===== src/rtl/instr_issue_pkg.sv =====
// Shared definitions for the instruction issue block and its controller FSM:
// state encodings, opcode constants and instruction field helpers.
package instr_issue_pkg;

    localparam int unsigned PC_W    = 8;
    localparam int unsigned INSTR_W = 16;

    typedef enum logic [2:0] {
        ST_IDLE  = 3'd0,
        ST_FETCH = 3'd1,
        ST_LOAD  = 3'd2,
        ST_ISSUE = 3'd3,
        ST_ACK   = 3'd4,
        ST_DONE  = 3'd5,
        ST_HALT  = 3'd6
    } issue_state_e;

    localparam logic [2:0] OPC_MOV  = 3'b110;
    localparam logic [2:0] OPC_ALU  = 3'b101;
    localparam logic [2:0] OPC_HALT = 3'b111;

    function automatic logic [2:0] opcode_of(input logic [INSTR_W-1:0] word);
        return word[15:13];
    endfunction

    function automatic logic [1:0] op_of(input logic [INSTR_W-1:0] word);
        return word[12:11];
    endfunction

    function automatic logic is_halt(input logic [INSTR_W-1:0] word);
        return (opcode_of(word) == OPC_HALT);
    endfunction

endpackage


===== src/rtl/instr_issue_pc_counter.sv =====
// Program counter with clear-to-zero and modulo-256 increment.
// Clear takes priority over increment.
module pc_counter
    import instr_issue_pkg::*;
(
    input  logic            clk,
    input  logic            reset_n,
    input  logic            clr,
    input  logic            inc,
    output logic [PC_W-1:0] pc
);

    logic [PC_W-1:0] pc_q;
    logic [PC_W-1:0] pc_d;

    // Next program counter value
    always_comb begin
        pc_d = pc_q;
        if (clr) begin
            pc_d = {PC_W{1'b0}};
        end else if (inc) begin
            pc_d = pc_q + PC_W'(1);
        end else begin
            pc_d = pc_q;
        end
    end

    // Program counter register
    always_ff @(posedge clk or negedge reset_n) begin
        if (!reset_n) begin
            pc_q <= {PC_W{1'b0}};
        end else begin
            pc_q <= pc_d;
        end
    end

    assign pc = pc_q;

endmodule


===== src/rtl/instr_issue.sv =====
// Instruction fetch/issue sequencer: fetches a word at pc, latches it, and
// hands it to the controller FSM through the s / w handshake.
module instr_issue
    import instr_issue_pkg::*;
(
    input  logic               clk,
    input  logic               reset_n,
    input  logic               start,
    input  logic [INSTR_W-1:0] mem_rdata,
    input  logic               w,
    output logic [PC_W-1:0]    mem_addr,
    output logic               mem_rd,
    output logic               s,
    output logic [INSTR_W-1:0] instr,
    output logic [2:0]         opcode,
    output logic [1:0]         op,
    output logic [PC_W-1:0]    pc,
    output logic               halted
);

    issue_state_e       state_q;
    issue_state_e       state_d;
    logic [INSTR_W-1:0] instr_q;
    logic [INSTR_W-1:0] instr_d;
    logic               mem_rd_q;
    logic               mem_rd_d;
    logic               halted_q;
    logic               halted_d;
    logic               pc_clr_s;
    logic               pc_inc_s;
    logic               s_s;

    pc_counter u_pc (
        .clk     (clk),
        .reset_n (reset_n),
        .clr     (pc_clr_s),
        .inc     (pc_inc_s),
        .pc      (pc)
    );

    // Next-state, instruction capture and pc control
    always_comb begin
        state_d  = state_q;
        instr_d  = instr_q;
        pc_clr_s = 1'b0;
        pc_inc_s = 1'b0;
        s_s      = 1'b0;
        case (state_q)
            ST_IDLE: begin
                if (start) begin
                    state_d  = ST_FETCH;
                    pc_clr_s = 1'b1;
                end else begin
                    state_d = ST_IDLE;
                end
            end
            ST_FETCH: begin
                state_d = ST_LOAD;
            end
            ST_LOAD: begin
                instr_d  = mem_rdata;
                pc_inc_s = 1'b1;
                if (is_halt(mem_rdata)) begin
                    state_d = ST_HALT;
                end else begin
                    state_d = ST_ISSUE;
                end
            end
            ST_ISSUE: begin
                if (w) begin
                    s_s     = 1'b1;
                    state_d = ST_ACK;
                end else begin
                    state_d = ST_ISSUE;
                end
            end
            // A controller still showing ready has not yet taken the instruction
            ST_ACK: begin
                if (!w) begin
                    state_d = ST_DONE;
                end else begin
                    state_d = ST_ACK;
                end
            end
            ST_DONE: begin
                if (w) begin
                    state_d = ST_FETCH;
                end else begin
                    state_d = ST_DONE;
                end
            end
            ST_HALT: begin
                if (start) begin
                    state_d  = ST_FETCH;
                    pc_clr_s = 1'b1;
                end else begin
                    state_d = ST_HALT;
                end
            end
            default: begin
                state_d = ST_IDLE;
            end
        endcase
        mem_rd_d = (state_d == ST_FETCH);
        halted_d = (state_d == ST_HALT);
    end

    // State, instruction register and registered strobes
    always_ff @(posedge clk or negedge reset_n) begin
        if (!reset_n) begin
            state_q  <= ST_IDLE;
            instr_q  <= 16'h0000;
            mem_rd_q <= 1'b0;
            halted_q <= 1'b0;
        end else begin
            state_q  <= state_d;
            instr_q  <= instr_d;
            mem_rd_q <= mem_rd_d;
            halted_q <= halted_d;
        end
    end

    // The word is already visible during LOAD so the decoded fields lead ISSUE by a cycle.
    assign instr    = (state_q == ST_LOAD) ? mem_rdata : instr_q;
    assign opcode   = opcode_of(instr);
    assign op       = op_of(instr);
    assign s        = s_s;
    assign mem_rd   = mem_rd_q;
    assign halted   = halted_q;
    assign mem_addr = pc;

endmodule


===== config.mk =====
export PLATFORM = sky130hd
export DESIGN_NAME = instr_issue
export DESIGN_NICKNAME = d
export VERILOG_FILES = /design/src/rtl/instr_issue_pkg.sv /design/src/rtl/instr_issue_pc_counter.sv /design/src/rtl/instr_issue.sv
export SDC_FILE = /design/constraint.sdc
export NUM_CORES = 1
export LEC_CHECK = 0
export CAP_MARGIN = 30
export CELL_PAD_IN_SITES_DETAIL_PLACEMENT = 1
export CELL_PAD_IN_SITES_GLOBAL_PLACEMENT = 2
export CORE_AREA = 4 4 76 78
export CTS_CLUSTER_SIZE = 30
export DETAILED_ROUTE_END_ITERATION = 10
export DIE_AREA = 0 0 80 82
export PLACE_DENSITY = 0.87
export SLEW_MARGIN = 5
export SYNTH_ARGS = -nofsm -noshare
export SYNTH_HDL_FRONTEND = slang
export SYNTH_HIERARCHICAL = 1
export SYNTH_SLANG_ARGS = --single-unit

===== constraint.sdc =====
create_clock -name clk -period 3.2 [get_ports clk]
set_clock_uncertainty 0.2 [all_clocks]
set_input_delay 0.8 -clock clk [delete_from_list [all_inputs] [get_ports clk]]
set_output_delay 0.8 -clock clk [all_outputs]
set_load 0.01 [all_outputs]

==> impl_metrics.csv, run 1 <==
group,metric,value,unit
grt,grt_pass1_vias,1164,
finish,drive_gt1_frac,0.185,
setup_path,critPathCaptureType,"primary output",
pwr,power_density,975,nW/um^2
timing,finalCriticalPeriod,3.11,ns
setup_path,worst_path_largest_cell_delay,0.48,ns
finish,fin_cells,243,
timing,max_freq,321,MHz
setup_path,path_cells,"nand2b_2 > nor2_4 > buf_12 > mux2_2 > clkdlybuf4s50_1",
routing,antenna_left,0,
hold_path,whs_path_depth,1,
clock_tree,root_buffer,"clkbuf_8",
yosys,synth.distinct_cells,32,
clock_tree,cts_buffers,5,
finish,nets,193,
routing,routedWlPerCell,15.4,um
timing,max_slew_margin,0.582,
timing,setup_viol,0,
routing,vias,1081,
floorplan,core,5070,sq um
run,drv_cap,0,
finish,layout_commonest_cell,"clkdlybuf4s50_1",
routing,routed_wl,3740,um
grt,antenna_found_initial,0,
setup_path,cp_top_family,"buffers and inverters",
floorplan,io-pin-count,60,
timing,slew_violations,0,
floorplan,initial_core_util,0.278,
finish,postLayoutCoreUtil,0.423,
yosys,syn_area,1410,sq um
floorplan,rows,26,
timing,max_slew.worst_pin.slew,0.627,ns
setup_path,reg2reg_to,"u_pc/pc[5]",
place,place_hpwl,2690,um
floorplan,dieWidth,80,um
finish,antenna_cells,0,
pwr,power,2.09,mW
routing,drc,0,
grt,grt_pass1_wl,5770,um
clock_tree,cts.path.max_buffers,2,
hold_path,hp-class,"reg -> reg",
grt,grt_start_max_net_pins,30,
outcome,status,"completed",
yosys,yosysWarnings,6,
routing,drt_iter0_drc,33,
hold_path,worstHoldStart,"instr_q[8]",
setup_path,critPathLaunchType,"flop",
routing,drt_first_pass_iters,3,
place,place_inst,230,
place,port-buffer-count,59,
place,gp_congestion,0.790,
pwr,leakage,0.872,nW
setup_path,slowest_stage,"clkdlybuf4s50_1",
finish,final_cell_mix,"clkdlybuf4s50_1, dfrtp_1, mux2_2",
timing,tns,0,ns
setup_path,crit_buf_inv,2,
clock_tree,clkSinkCount,29,
timing,setup_ws,0.0881,ns
yosys,ys_ff_latch,29,
timing,min_period_over_period,0.972,
floorplan,die_area,6560,sq um
timing,fin_hold_ws,0.290,ns
setup_path,rr_startpoint,"state_q[2]",
floorplan,dieHeight,82,um
finish,fin_area,2150,sq um
clock_tree,cts_tree,"built",
yosys,synthFlopType,"dfrtp_1",
setup_path,ff2ff_path_depth,5,
yosys,synthArstFlopShare,1.00,
clock_tree,ctsHoldBuffers,0,
setup_path,crit_fanout,9,
yosys,synth-edff-count,0,
finish,syn2layout_area_growth,52.5,%
yosys,synth_nets,136,
setup_path,worst-r2r-setup-slack,0.71,ns
setup_path,crit_arrival,2.11,ns
yosys,syn_inst,115,
pwr,peakVddDrop,443,uV
clock_tree,clkLatencyLatePin,0.27,ns
grt,grt.overflow.total,0,
place,placed_area,1980,sq um
clock_tree,clk_pin_slew,0.06,ns
setup_path,cp.required,2.20,ns
hold_path,hold_path_end,"instr_q[8]",
routing,viasPerCell,4.45,
grt,groute.usage.overall,0.113,
setup_path,crit_type,"reg -> out",
clock_tree,htreeDepth,2,
place,dpl_worst_slack,0.0837,ns
yosys,synth_seq_area_share,0.515,
timing,hold_viol,0,
yosys,syn_avg_cell_area,12.3,sq um
==> worst max-delay path by stage <==
| stage | cells past startpoint | startpoint | to | slack (ns) |
|---|---|---|---|---|
| 3_3_place_gp | 3 | mem_rdata[14] | instr[14] | 0.14 |
| 6_report | 5 | state_q[0] | instr[2] | 0.09 |
| 2_1_floorplan | 5 | state_q[0] | op[0] | 0.78 |
| 5_1_grt | 5 | state_q[0] | instr[8] | -0.008 |
| 4_1_cts | 4 | state_q[0] | opcode[1] | -0.03 |
| 3_5_place_dp | 3 | mem_rdata[14] | opcode[1] | 0.08 |
==> metal layers <==
metal	global-route usage	up-vias	routed length (um)
met5	0	-	0
met3	0.0428	4	229
met1	0.127	529	1640
li1	-	507	-
met2	0.199	41	1840
met4	0.0355	0	30
==> state kept, by name, indices dropped and copies added, names as in the netlist <==
signal   count
mem_rd       1
state_q      3
u_pc/pc      8
halted       1
instr_q     16
==> cells by family (layout without fill, tap and decap cells) <==
family          Yosys count  after routing  share of synthesized area
xor+xnor                  4              4                     0.0249
simple gates             30             32                      0.130
fa+ha+maj                 1              1                    0.00888
mux                      18             18                      0.143
compound gates           15             15                     0.0791
buf+inv                  18             74                     0.0995
flops                    29             29                      0.515
==> timing repair <==
action,in CTS,in global routing
setup buffers,0,3
pin swaps,0,3
endpoints found under the setup margin,15,19
gates resized for setup,6,0
cloned,0,2
==> area by class of cell <==
class / count / area [sq um]
Clock buffer: 7 / 86.3
Sequential cell: 29 / 726
Timing Repair Buffer: 66 / 653
Tap cell: 70 / 87.6
Multi-Input combinational cell: 70 / 566
Fill cell: 561 / 2930
Clock inverter: 1 / 30.0
==> cell usage after synthesis, types with 2 or more instances <==
cell       n  area (sq um)
nand2_1    6          22.5
mux2_2     8          90.1
buf_4     16           120
nand3_1    3          15.0
nor2_1     6          22.5
mux2_1     9           101
nand4_1    2          12.5
xor2_1     3          26.3
dfrtp_1   29           726
a21oi_1    4          20.0
nor2b_1    2          12.5
or3_1      3          18.8
nand2b_1   2          12.5
o21ai_0    4          20.0
==> power breakdown <==
group	leakage (nW)	switching [mW]	total, mW	internal [mW]
sequential	0.362	0.0987	0.611	0.513
combinational	0.451	0.475	1.10	0.620
clock	0.0585	0.133	0.387	0.254
total	0.872	0.708	2.09	1.39
No activity file was read; power rests on OpenSTA's default activity.
==> run 2, diff against run 1 <==
--- a/config.mk
+++ b/config.mk
@@ -8,11 +8,12 @@
 export CAP_MARGIN = 30
 export CELL_PAD_IN_SITES_DETAIL_PLACEMENT = 1
 export CELL_PAD_IN_SITES_GLOBAL_PLACEMENT = 2
-export CORE_AREA = 4 4 76 78
+export CORE_AREA = 4 4 55 106
+export CTS_BUF_LIST = sky130_fd_sc_hd__clkbuf_2 sky130_fd_sc_hd__clkbuf_4 sky130_fd_sc_hd__clkbuf_8
 export CTS_CLUSTER_SIZE = 30
 export DETAILED_ROUTE_END_ITERATION = 10
-export DIE_AREA = 0 0 80 82
-export PLACE_DENSITY = 0.87
+export DIE_AREA = 0 0 59 110
+export PLACE_DENSITY = 0.88
 export SLEW_MARGIN = 5
 export SYNTH_ARGS = -nofsm -noshare
 export SYNTH_HDL_FRONTEND = slang
==> impl_metrics.csv, run 2 (synthesis gave the netlist of run 1 again) <==
group,metric,value,unit
clock_tree,htreeDepth,2,
routing,routed_wl,3710,um
finish,antenna_cells,0,
clock_tree,cts_buffers,5,
finish,postLayoutCoreUtil,0.421,
finish,largest_reg_flops,16,
grt,antenna_found_initial,0,
routing,antenna_left,0,
pwr,power,1.98,mW
floorplan,io-pin-count,60,
floorplan,dieHeight,110,um
pwr,leakage,0.852,nW
grt,grt_pass1_wl,5780,um
finish,multi_input_area,543,sq um
setup_path,cp.required,2.20,ns
clock_tree,clk_pin_slew,0.06,ns
place,place_inst,218,
floorplan,dieWidth,59,um
setup_path,crit_type,"in -> out",
timing,tns,0,ns
finish,drive_gt1_frac,0.153,
hold_path,hold_path_end,"instr_q[7]",
routing,routedWlPerCell,16.3,um
finish,fin_cells,227,
finish,nets,191,
setup_path,ff2ff_path_depth,5,
timing,max_slew.worst_pin.slew,0.501,ns
setup_path,crit_fanout,3,
clock_tree,cts.path.max_buffers,2,
routing,drt_first_pass_iters,3,
clock_tree,cts_resized,0,
clock_tree,root_buffer,"clkbuf_8",
timing,finalCriticalPeriod,3.12,ns
finish,final_cell_mix,"clkdlybuf4s50_1, dfrtp_1, mux2_1, mux2_2",
run,drv_cap,0,
hold_path,hp-class,"reg -> reg",
timing,max_slew_margin,0.665,
setup_path,crit_arrival,2.12,ns
place,place_hpwl,2960,um
clock_tree,ctsHoldBuffers,0,
setup_path,reg2reg_to,"u_pc/pc[5]",
clock_tree,clkLatencyLatePin,0.27,ns
finish,layout_commonest_cell,"clkdlybuf4s50_1",
routing,viasPerCell,4.74,
clock_tree,cts_tree,"built",
grt,grt_start_max_net_pins,30,
floorplan,initial_core_util,0.284,
pwr,power_density,951,nW/um^2
outcome,status,"completed",
timing,max_freq,321,MHz
finish,syn2layout_area_growth,48.0,%
timing,slew_violations,0,
grt,groute.usage.overall,0.120,
setup_path,critPathLaunchType,"input port",
finish,fillers,560,
timing,setup_viol,0,
timing,rsz0062_at_grt,"false",
setup_path,critPathCaptureType,"primary output",
place,gp_congestion,0.784,
clock_tree,clkSinkCount,29,
finish,register_area,726,sq um
hold_path,whs_path_depth,1,
clock_tree,postCtsSetupBuffers,0,
place,port-buffer-count,59,
setup_path,worst-r2r-setup-slack,0.89,ns
grt,grt.overflow.total,0,
hold_path,worstHoldStart,"instr_q[7]",
routing,drc,0,
timing,min_period_over_period,0.974,
pwr,peakVddDrop,354,uV
timing,hold_viol,0,
setup_path,rr_startpoint,"state_q[2]",
grt,grt_pass1_vias,1145,
routing,drt_iter0_drc,32,
routing,vias,1076,
finish,top_register,"instr_q",
floorplan,die_area,6490,sq um
floorplan,core,4950,sq um
floorplan,rows,36,
run 2: stage by stage:
stage                     hold WS [ns]  cell area [sq um]  setup slack [ns]
after floorplan                  0.304               1410             0.779
after CTS                        0.292               2060            0.0625
final                            0.283               2090            0.0845
after global placement           0.264               1970             0.128
after detailed placement         0.278               1970            0.0733
after global routing             0.315               2090            0.0349
run 2: critical path: stages:
cell and delay [ns]:
clkdlybuf4s50_1 0.46, mux2_1 0.36, clkdlybuf4s50_1 0.50
run 2: worst max-delay path by stage:
stage	startpoint	end	slack, ns	cells after the start
2_1_floorplan	state_q[0]	op[0]	0.78	5
3_3_place_gp	mem_rdata[15]	instr[15]	0.13	3
3_5_place_dp	mem_rdata[14]	instr[14]	0.07	3
4_1_cts	state_q[0]	opcode[2]	0.06	4
5_1_grt	mem_rdata[14]	instr[14]	0.03	3
6_report	mem_rdata[14]	instr[14]	0.08	3
run 2: layer usage:
metal	vias to the layer above	part of all wire	track usage	routed length, um
met5	-	0	0	0
met4	0	0.017	0.0583	63
met3	6	0.057	0.0291	212
met2	40	0.59	0.230	2200
met1	535	0.33	0.114	1230
li1	495	-	-	-
run 2: layout make-up:
type / instances / share of cell area
clock buffer: 7 / 0.0432
multi-input combinational: 68 / 0.260
sequential: 29 / 0.348
tap: 57 / 0.0342
timing repair buffer: 66 / 0.314
run 2: power by group:
part / internal, mW / leakage (nW) / total, mW / switching [mW]
Sequential: 0.513 / 0.362 / 0.605 / 0.0916
Clock: 0.179 / 0.0477 / 0.302 / 0.124
Combinational: 0.616 / 0.442 / 1.08 / 0.461
==> run 3, diff against run 2 <==
--- a/config.mk
+++ b/config.mk
@@ -13,6 +13,7 @@
 export CTS_CLUSTER_SIZE = 30
 export DETAILED_ROUTE_END_ITERATION = 10
 export DIE_AREA = 0 0 59 110
+export MAX_ROUTING_LAYER = met4
 export PLACE_DENSITY = 0.88
 export SLEW_MARGIN = 5
 export SYNTH_ARGS = -nofsm -noshare
==> impl_metrics.csv, run 3 (synthesis gave the netlist of run 1 again) <==
group,metric,value,unit
finish,fin_cells,227,
floorplan,dieWidth,59,um
timing,rsz0062_at_grt,"false",
setup_path,cp_top_family,"buffers and inverters",
timing,max_slew_margin,0.668,
floorplan,rows,36,
setup_path,ff2ff_path_depth,5,
finish,top_register,"instr_q",
finish,fillers,560,
setup_path,startpoint,"mem_rdata[14]",
setup_path,reg2reg_to,"u_pc/pc[5]",
place,dpl_worst_slack,0.0733,ns
timing,fin_hold_ws,0.283,ns
clock_tree,clk_pin_slew,0.06,ns
clock_tree,cts_tree,"built",
floorplan,die_area,6490,sq um
hold_path,worstHoldStart,"instr_q[7]",
routing,viasPerCell,4.72,
outcome,status,"completed",
timing,hold_viol,0,
routing,routed_wl,3720,um
floorplan,core,4950,sq um
timing,max_slew.worst_pin.slew,0.496,ns
setup_path,slowest_stage,"clkdlybuf4s50_1",
timing,max_freq,321,MHz
setup_path,crit_buf_inv,2,
clock_tree,cts_resized,0,
setup_path,crit_fanout,3,
place,port-buffer-count,59,
grt,grt_pass1_vias,1147,
place,place_inst,218,
timing,tns,0,ns
finish,antenna_cells,0,
grt,grt_start_max_net_pins,30,
setup_path,critPathLaunchType,"input port",
routing,vias,1071,
place,gp_congestion,0.795,
pwr,power_density,952,nW/um^2
clock_tree,cts.path.max_buffers,2,
grt,grt_pass1_wl,5780,um
routing,routedWlPerCell,16.4,um
finish,final_cell_mix,"clkdlybuf4s50_1, dfrtp_1, mux2_1, mux2_2",
timing,finalCriticalPeriod,3.12,ns
routing,antenna_left,0,
setup_path,crit_type,"in -> out",
hold_path,hp-class,"reg -> reg",
clock_tree,clkLatencyLatePin,0.27,ns
grt,antenna_found_initial,0,
finish,drive_gt1_frac,0.153,
timing,slew_violations,0,
clock_tree,clkSinkCount,29,
finish,multi_input_area,543,sq um
setup_path,crit_arrival,2.12,ns
floorplan,io-pin-count,60,
grt,grt.overflow.total,0,
finish,largest_reg_flops,16,
setup_path,cp.required,2.20,ns
setup_path,crit_path_end,"instr[14]",
timing,setup_ws,0.0846,ns
setup_path,crit_path_frequent_cell,"clkdlybuf4s50_1",
floorplan,initial_core_util,0.284,
clock_tree,ctsHoldBuffers,0,
routing,drt_iter0_drc,34,
setup_path,worst-r2r-setup-slack,0.89,ns
pwr,peakVddDrop,354,uV
setup_path,rr_startpoint,"state_q[2]",
clock_tree,postCtsSetupBuffers,0,
setup_path,critPathCaptureType,"primary output",
timing,setup_viol,0,
setup_path,worst_path_largest_cell_delay,0.50,ns
pwr,leakage,0.852,nW
clock_tree,htreeDepth,2,
finish,nets,191,
finish,layout_commonest_cell,"clkdlybuf4s50_1",
clock_tree,cts_buffers,5,
setup_path,cp.depth,3,
routing,drc,0,
grt,groute.usage.overall,0.124,
finish,syn2layout_area_growth,48.0,%
place,place_hpwl,2960,um
clock_tree,root_buffer,"clkbuf_8",
floorplan,dieHeight,110,um
run,drv_cap,0,
timing,min_period_over_period,0.974,
setup_path,path_cells,"clkdlybuf4s50_1 > mux2_1 > clkdlybuf4s50_1",
routing,drt_first_pass_iters,3,
finish,register_area,726,sq um
[run 3: worst reg2reg max path: stages, from the launching register on]
cell and delay (ns):
dfrtp_1 0.59, nor2b_1 0.18, nor4b_2 0.51, o2111ai_4 0.21, or3_1 0.39, a21oi_1 0.15
[run 3: worst min-delay path by stage]
stage | to | slack, ns | depth (start not counted)
6_report | instr_q[7] | 0.28 | 1
5_1_grt | instr_q[6] | 0.31 | 1
4_1_cts | instr_q[7] | 0.29 | 1
3_5_place_dp | instr_q[7] | 0.28 | 1
3_3_place_gp | instr_q[7] | 0.26 | 1
2_1_floorplan | halted | 0.30 | 0
[run 3: area by class of cell]
cell class	instances	share of cell area
repair buffers	66	0.314
multi-input cells	68	0.260
clock buffers	7	0.0432
flip-flops and latches	29	0.348
well taps	57	0.0342
[run 3: routing by layer]
layer	global-route usage	up-vias	routed length, um
met5	-	-	0
met4	0.0583	0	63
met3	0.0268	6	206
met2	0.232	42	2190
met1	0.114	529	1270
li1	-	494	-
[run 3: report_power, final]
part / internal (mW) / leakage, nW / switching (mW)
Sequential: 0.513 / 0.362 / 0.0914
Combinational: 0.616 / 0.442 / 0.462
Clock: 0.179 / 0.0477 / 0.124
Total: 1.31 / 0.852 / 0.677
[run 3: per-stage QoR]
step | instance area [sq um] | power, mW | util
after floorplan | 1410 | 1.18 | -
after global placement | 1970 | 1.62 | 0.397
after detailed placement | 1970 | 1.67 | 0.397
after CTS | 2060 | 1.99 | 0.415
after global routing | 2090 | 2.11 | 0.421
final | 2090 | 1.98 | 0.421
